$ cat src/rtl/adc_pkg.sv
`default_nettype none
// ---- adc_pkg : shared widths and request-FSM encoding for adc_stream_framer ----
// ---- Rev 1.0                                                               ----
package adc_pkg;

  localparam int ADC_DATA_W  = 12;
  localparam int AXIS_DATA_W = 16;
  localparam int SEQ_TAG_W   = 4;

  typedef enum logic [0:0] {
    IDLE        = 1'b0,
    WAIT_RESULT = 1'b1
  } req_state_t;

endpackage
`default_nettype wire

$ cat src/rtl/adc_sync_fifo.sv
`default_nettype none
// ---- adc_sync_fifo : first-word-fall-through FIFO, write refused when full ----
// ---- Rev 1.0                                                              ----
module adc_sync_fifo #(
  parameter int WIDTH = 13,
  parameter int DEPTH = 16
) (
  input  logic             i_Clock,
  input  logic             i_Reset_n,
  input  logic             i_Wr_En,
  input  logic [WIDTH-1:0] i_Wr_Data,
  output logic             o_Full,
  input  logic             i_Rd_En,
  output logic [WIDTH-1:0] o_Rd_Data,
  output logic             o_Empty
);

  localparam int ADDR_W = $clog2(DEPTH);

  logic [WIDTH-1:0] r_mem [DEPTH];
  logic [ADDR_W:0]  r_wr_ptr;
  logic [ADDR_W:0]  r_rd_ptr;
  logic             w_wr_fire;
  logic             w_rd_fire;

  // Pointers carry one extra wrap bit so full and empty are distinguishable.
  assign o_Empty   = (r_wr_ptr == r_rd_ptr);
  assign o_Full    = (r_wr_ptr[ADDR_W] != r_rd_ptr[ADDR_W]) &&
                     (r_wr_ptr[ADDR_W-1:0] == r_rd_ptr[ADDR_W-1:0]);
  assign w_wr_fire = i_Wr_En && !o_Full;
  assign w_rd_fire = i_Rd_En && !o_Empty;

  always_ff @(posedge i_Clock) begin
    if (w_wr_fire) begin
      r_mem[r_wr_ptr[ADDR_W-1:0]] <= i_Wr_Data;
    end
  end

  always_ff @(posedge i_Clock or negedge i_Reset_n) begin
    if (!i_Reset_n) begin
      r_wr_ptr <= '0;
      r_rd_ptr <= '0;
    end else begin
      if (w_wr_fire) begin
        r_wr_ptr <= r_wr_ptr + {{ADDR_W{1'b0}}, 1'b1};
      end
      if (w_rd_fire) begin
        r_rd_ptr <= r_rd_ptr + {{ADDR_W{1'b0}}, 1'b1};
      end
    end
  end

  // Memory is not reset, so the head word is masked while empty.
  assign o_Rd_Data = o_Empty ? '0 : r_mem[r_rd_ptr[ADDR_W-1:0]];

endmodule
`default_nettype wire

$ cat src/rtl/adc_stream_framer.sv
`default_nettype none
// ---- adc_stream_framer : paces ADC requests, buffers results, frames AXI4-Stream ----
// ---- Rev 1.0  optional 4-bit sequence tag in o_Tdata[15:12]: ADC_FRAMER_SEQ_TAG_EN ----
module adc_stream_framer
  import adc_pkg::*;
#(
  parameter int SAMPLE_PERIOD_CLKS = 1000,
  parameter int FRAME_LEN          = 256,
  parameter int FIFO_DEPTH         = 16
) (
  input  logic                   i_Clock,
  input  logic                   i_Reset_n,
  input  logic                   i_Enable,
  output logic                   o_ADC_Data_Requested,
  input  logic                   i_ADC_Data_Valid,
  input  logic [ADC_DATA_W-1:0]  i_ADC_Data,
  output logic [AXIS_DATA_W-1:0] o_Tdata,
  output logic                   o_Tvalid,
  input  logic                   i_Tready,
  output logic                   o_Tlast,
  output logic                   o_Overflow,
  output logic                   o_Missed,
  input  logic                   i_Clear_Flags
);

`ifdef ADC_FRAMER_SEQ_TAG_EN
  localparam int FIFO_W = SEQ_TAG_W + ADC_DATA_W + 1;
`else
  localparam int FIFO_W = ADC_DATA_W + 1;
`endif

  localparam logic [15:0] c_period_last = 16'(SAMPLE_PERIOD_CLKS - 1);
  localparam logic [15:0] c_frame_last  = 16'(FRAME_LEN - 1);

  logic [15:0]       r_period_cnt;
  logic [15:0]       r_frame_idx;
  req_state_t        r_state;
  req_state_t        w_state_next;
  logic              w_tick;
  logic              w_request;
  logic              w_set_missed;
  logic              w_set_overflow;
  logic              w_wr_fire;
  logic              w_last;
  logic              w_fifo_full;
  logic              w_fifo_empty;
  logic [FIFO_W-1:0] w_wr_data;
  logic [FIFO_W-1:0] w_rd_data;
  logic              r_overflow;
  logic              r_missed;

  // Reset gates the tick so no request pulse leaks out while i_Reset_n is low.
  assign w_tick = i_Reset_n && i_Enable && (r_period_cnt == 16'd0);

  always_ff @(posedge i_Clock or negedge i_Reset_n) begin
    if (!i_Reset_n) begin
      r_period_cnt <= 16'd0;
    end else if (!i_Enable || (r_period_cnt == c_period_last)) begin
      r_period_cnt <= 16'd0;
    end else begin
      r_period_cnt <= r_period_cnt + 16'd1;
    end
  end

  always_ff @(posedge i_Clock or negedge i_Reset_n) begin
    if (!i_Reset_n) begin
      r_state <= IDLE;
    end else begin
      r_state <= w_state_next;
    end
  end

  always_comb begin
    w_state_next = r_state;
    w_request    = 1'b0;
    w_set_missed = 1'b0;
    case (r_state)
      IDLE: begin
        if (w_tick) begin
          w_request    = 1'b1;
          w_state_next = WAIT_RESULT;
        end
      end
      WAIT_RESULT: begin
        w_set_missed = w_tick;
        if (i_ADC_Data_Valid) begin
          w_state_next = IDLE;
        end
      end
      default: w_state_next = IDLE;
    endcase
  end

  assign o_ADC_Data_Requested = w_request;

  // Any strobe is captured, even one arriving with nothing outstanding.
  assign w_wr_fire      = i_ADC_Data_Valid && !w_fifo_full;
  assign w_set_overflow = i_ADC_Data_Valid && w_fifo_full;
  assign w_last         = (r_frame_idx == c_frame_last);

  always_ff @(posedge i_Clock or negedge i_Reset_n) begin
    if (!i_Reset_n) begin
      r_frame_idx <= 16'd0;
    end else if (w_wr_fire) begin
      r_frame_idx <= w_last ? 16'd0 : r_frame_idx + 16'd1;
    end
  end

`ifdef ADC_FRAMER_SEQ_TAG_EN
  logic [SEQ_TAG_W-1:0] r_seq_tag;

  // Tag advances on dropped strobes too, so gaps downstream reveal overflow.
  always_ff @(posedge i_Clock or negedge i_Reset_n) begin
    if (!i_Reset_n) begin
      r_seq_tag <= '0;
    end else if (i_ADC_Data_Valid) begin
      r_seq_tag <= r_seq_tag + {{(SEQ_TAG_W-1){1'b0}}, 1'b1};
    end
  end

  assign w_wr_data = {r_seq_tag, i_ADC_Data, w_last};
  assign o_Tdata   = {w_rd_data[FIFO_W-1 -: SEQ_TAG_W], w_rd_data[ADC_DATA_W:1]};
`else
  assign w_wr_data = {i_ADC_Data, w_last};
  assign o_Tdata   = {{(AXIS_DATA_W-ADC_DATA_W){1'b0}}, w_rd_data[ADC_DATA_W:1]};
`endif

  adc_sync_fifo #(
    .WIDTH (FIFO_W),
    .DEPTH (FIFO_DEPTH)
  ) u_fifo (
    .i_Clock   (i_Clock),
    .i_Reset_n (i_Reset_n),
    .i_Wr_En   (i_ADC_Data_Valid),
    .i_Wr_Data (w_wr_data),
    .o_Full    (w_fifo_full),
    .i_Rd_En   (i_Tready),
    .o_Rd_Data (w_rd_data),
    .o_Empty   (w_fifo_empty)
  );

  assign o_Tvalid = !w_fifo_empty;
  assign o_Tlast  = w_rd_data[0];

  // Sticky flags: a set in the same cycle as a clear takes priority.
  always_ff @(posedge i_Clock or negedge i_Reset_n) begin
    if (!i_Reset_n) begin
      r_overflow <= 1'b0;
      r_missed   <= 1'b0;
    end else begin
      r_overflow <= w_set_overflow || (r_overflow && !i_Clear_Flags);
      r_missed   <= w_set_missed   || (r_missed   && !i_Clear_Flags);
    end
  end

  assign o_Overflow = r_overflow;
  assign o_Missed   = r_missed;

endmodule
`default_nettype wire

$ cat config.mk
export PLATFORM = sky130hd
export DESIGN_NAME = adc_stream_framer
export DESIGN_NICKNAME = d
export VERILOG_FILES = /design/src/rtl/adc_pkg.sv /design/src/rtl/adc_sync_fifo.sv /design/src/rtl/adc_stream_framer.sv
export SDC_FILE = /design/constraint.sdc
export NUM_CORES = 1
export LEC_CHECK = 0
export CAP_MARGIN = 25
export CORE_MARGIN = 2
export CORE_UTILIZATION = 30
export DETAILED_ROUTE_END_ITERATION = 12
export GPL_TIMING_DRIVEN = 0
export HOLD_SLACK_MARGIN = 0.06
export PLACE_DENSITY = 0.51
export SLEW_MARGIN = 25
export SYNTH_ARGS = -nofsm -noshare
export SYNTH_HDL_FRONTEND = slang
export SYNTH_HIERARCHICAL = 1
export SYNTH_SLANG_ARGS = --single-unit
export TNS_END_PERCENT = 20
$ cat constraint.sdc
create_clock -name i_Clock -period 3.5 [get_ports i_Clock]
set_input_delay 0.7 -clock i_Clock [delete_from_list [all_inputs] [get_ports i_Clock]]
set_output_delay 0.7 -clock i_Clock [all_outputs]
set_load 0.03 [all_outputs]
==> flow_metrics.env <==
export IMPL_hold_class="input port to async pin"
export IMPL_fmax_mhz=295
export IMPL_p_sw_mw=3.28
export IMPL_synth_edff_count=208
export IMPL_top_level_ports=39
export IMPL_p_total_mw=10.0
export IMPL_htreeDepth=1
export IMPL_place_gp_congestion=0.774
export IMPL_grt_pass1_wl_um=35300
export IMPL_wl_um=22700
export IMPL_num_antenna_cells=0
export IMPL_critPathMaxStageDelay_ns=0.52
export IMPL_first_iter_violations=275
export IMPL_worst_slew_pin_slew_ns=0.921
export IMPL_synth_seq_cells=253
export IMPL_cellPowerDensity_nw_per_um2=813
export IMPL_drv_slew=0
export IMPL_slew_headroom=0.386
export IMPL_grt_util_all_layers=0.130
export IMPL_ys_flop_type="edfxtp_1"
export IMPL_clock_sinks=253
export IMPL_nets=664
export IMPL_p_int_mw=6.77
export IMPL_hold_slack_ns=0.187
export IMPL_synth_seq_area_share=0.709
export IMPL_cts_setup_buffers=0
export IMPL_clockRootBuffer="clkbuf_16"
export IMPL_routedWlPerCell_um=20.4
export IMPL_drive_above_1_share=0.247
export IMPL_startpoint="u_fifo/r_rd_ptr[0]$_DFFE_PN0P_"
export IMPL_antenna_found_initial=0
export IMPL_startpoint_type="register"
export IMPL_ys_warn_count=6
export IMPL_share_seq_of_total_power=0.377
export IMPL_cap_violations=0
export IMPL_cellLeakagePower_nw=4.28
export IMPL_rsz0062_at_grt="true"
export IMPL_crit_type="register to output port"
export IMPL_rows=68
export IMPL_p_sw_frac=0.327
export IMPL_combPwrFrac=0.333
export IMPL_cts_resized_gates=28
export IMPL_drc_errors=0
export IMPL_async_flop_share=0.178
export IMPL_area_growth_pct=18.7
export IMPL_numCtsBuffers=27
export IMPL_die_y_um=190
export IMPL_ant_nets=0
export IMPL_vias_per_cell=4.81
export IMPL_reg2reg_from="u_fifo/r_rd_ptr[2]$_DFFE_PN0P_"
export IMPL_skew_ns=0.00847
export IMPL_port_buffers=34
export IMPL_period_share=0.967
export IMPL_finalCriticalPeriod_ns=3.39
export IMPL_netlist_instances=567
export IMPL_p_clk_frac=0.291
export IMPL_cp_end_kind="output port"
export IMPL_vias=5349
export IMPL_avgSynthCellArea_um2=18.4
export IMPL_grt_overflow=0
export IMPL_dpl_hpwl_um=14800
export IMPL_slowest_stage="mux4_2"
export IMPL_status="finished clean"
export IMPL_cts_tree="done"
export IMPL_clkLatencyLatePin_ns=0.54
export IMPL_ctsHoldBuffers=0
export IMPL_crit_chain="buf_6 -> buf_8 -> mux4_2 -> a22oi_1 -> a21oi_1 -> dlygate4sd2_1"
export IMPL_core_um2=34400
export IMPL_grt_max_degree=28
export IMPL_die_w_um=190
export IMPL_required_ns=2.80
export IMPL_clockBufferDepth=3
export IMPL_nFillCells=3259
export IMPL_grt_pass1_vias=5853
export IMPL_hold_viol=0
export IMPL_die_area_um2=36200
export IMPL_peakVddDrop_mv=0.567
export IMPL_syn_cell_area_um2=10400
export IMPL_clk_pin_slew_ns=0.06
export IMPL_yosysUniqueCellTypes=52
export IMPL_firstDrtPassIters=4
export IMPL_setup_viol=0
export IMPL_arrival_ns=2.69
export IMPL_initial_core_util=0.303
export IMPL_worstPathMaxFanout=10
## stage by stage
step / utilization / area, um2 / cells / worst slack [ns] / setup TNS [ns]
6_report: 0.359 / 12400 / 1112 / 0.115 / 0
5_1_grt: 0.359 / 12400 / 1112 / -0.0301 / -0.0301
4_1_cts: 0.359 / 12300 / 1112 / 0.00915 / 0
3_5_place_dp: 0.332 / 11400 / 1064 / -0.0998 / -0.159
3_3_place_gp: 0.329 / 11300 / 1059 / -1.18 / -4.99
2_1_floorplan: - / 10400 / 570 / 1.16 / 0
## critical path: cells and delay by family, from the launching register on
family	cells	cell delay [ns]
compound gates	2	0.43
mux	1	0.52
flops	1	0.37
buf+inv	3	0.82
## placed cells by master, fill, tap and decap left out, types with 5 or more instances in the layout
cell type,n
a21oi_1,15
a22oi_1,21
a22oi_2,5
and3_1,21
and4_1,5
buf_2,8
buf_4,7
buf_6,6
buf_8,5
bufinv_16,5
clkbuf_1,7
clkbuf_16,27
clkbuf_2,6
clkdlybuf4s50_1,19
dfrtp_1,45
dlygate4sd2_1,12
edfxtp_1,208
ha_1,8
inv_1,10
mux4_2,52
nand2_1,13
nand3_1,15
nor2_1,13
nor2_2,11
nor3_1,6
xnor2_1,20
xor2_1,15
## synthesized netlist by cell type, drive strengths merged, types with 7 or more instances
cell type | instances | area share
mux4 | 52 | 0.11
a22oi | 26 | 0.019
nor3 | 9 | 0.0053
dfrtp | 45 | 0.11
buf | 20 | 0.016
edfxtp | 208 | 0.60
clkbuf | 7 | 0.0028
ha | 8 | 0.0096
inv | 10 | 0.0036
xnor2 | 24 | 0.023
a21oi | 15 | 0.0072
nand3 | 16 | 0.0082
xor2 | 15 | 0.013
nor2 | 25 | 0.012
nand2 | 13 | 0.0047
and3 | 21 | 0.013
## final cells by class
type	instances	area, um2	share of cell area
inverter	10	37.5	0.00304
buffer	27	221	0.0179
sequential	253	7370	0.597
clock buffer	34	702	0.0568
tap	455	569	0.0461
multi-input combinational	280	2860	0.231
timing repair buffer	39	387	0.0313
clock inverter	14	211	0.0171
## worst paths after layout
path / cells after the start / slack, ns / end
worst max register to register: 6 / 1.05 / u_fifo/r_mem[12][6]$_DFFE_PP_
min in group i_Clock: 1 / 0.49 / r_frame_idx[15]$_DFFE_PN0P_
worst min register to register: 1 / 0.49 / r_frame_idx[15]$_DFFE_PN0P_
worst min-delay path: 1 / 0.19 / r_frame_idx[8]$_DFFE_PN0P_
max in group asynchronous: 2 / 2.78 / r_period_cnt[13]$_DFF_PN0_
worst max-delay path: 6 / 0.11 / o_Tdata[10]
## sequential cells by signal, indices dropped and copies added (netlist names)
| name | cells |
|---|---|
| u_fifo/r_wr_ptr | 5 |
| o_Overflow | 1 |
| r_state | 1 |
| u_fifo/r_rd_ptr | 5 |
| u_fifo/r_mem | 208 |
| r_period_cnt | 16 |
| o_Missed | 1 |
| r_frame_idx | 16 |
## per-layer routing
| layer | track usage | share of wire | vias up |
|---|---|---|---|
| met5 | 0 | 0 | - |
| met4 | 0.0370 | 0.026 | 0 |
| met3 | 0.0247 | 0.055 | 42 |
| met2 | 0.220 | 0.49 | 117 |
| met1 | 0.170 | 0.43 | 2801 |
| li1 | - | - | 2389 |
## cell families after synthesis
group	share of synthesized area
buf+inv	0.0222
xor+xnor	0.0357
fa+ha+maj	0.00962
compound gates	0.0394
other cells	0.000360
simple gates	0.0681
flops	0.709
mux	0.116
## power groups by stage
stage | logic [mW] | clock network [mW] | registers [mW]
2_1_floorplan | 2.25 | 0 | 3.80
3_3_place_gp | 3.37 | 0 | 3.82
3_5_place_dp | 3.44 | 0 | 3.84
4_1_cts | 3.38 | 3.00 | 3.79
5_1_grt | 3.60 | 3.12 | 3.82
6_report | 3.34 | 2.92 | 3.78
(Power assumes the default switching activity.)
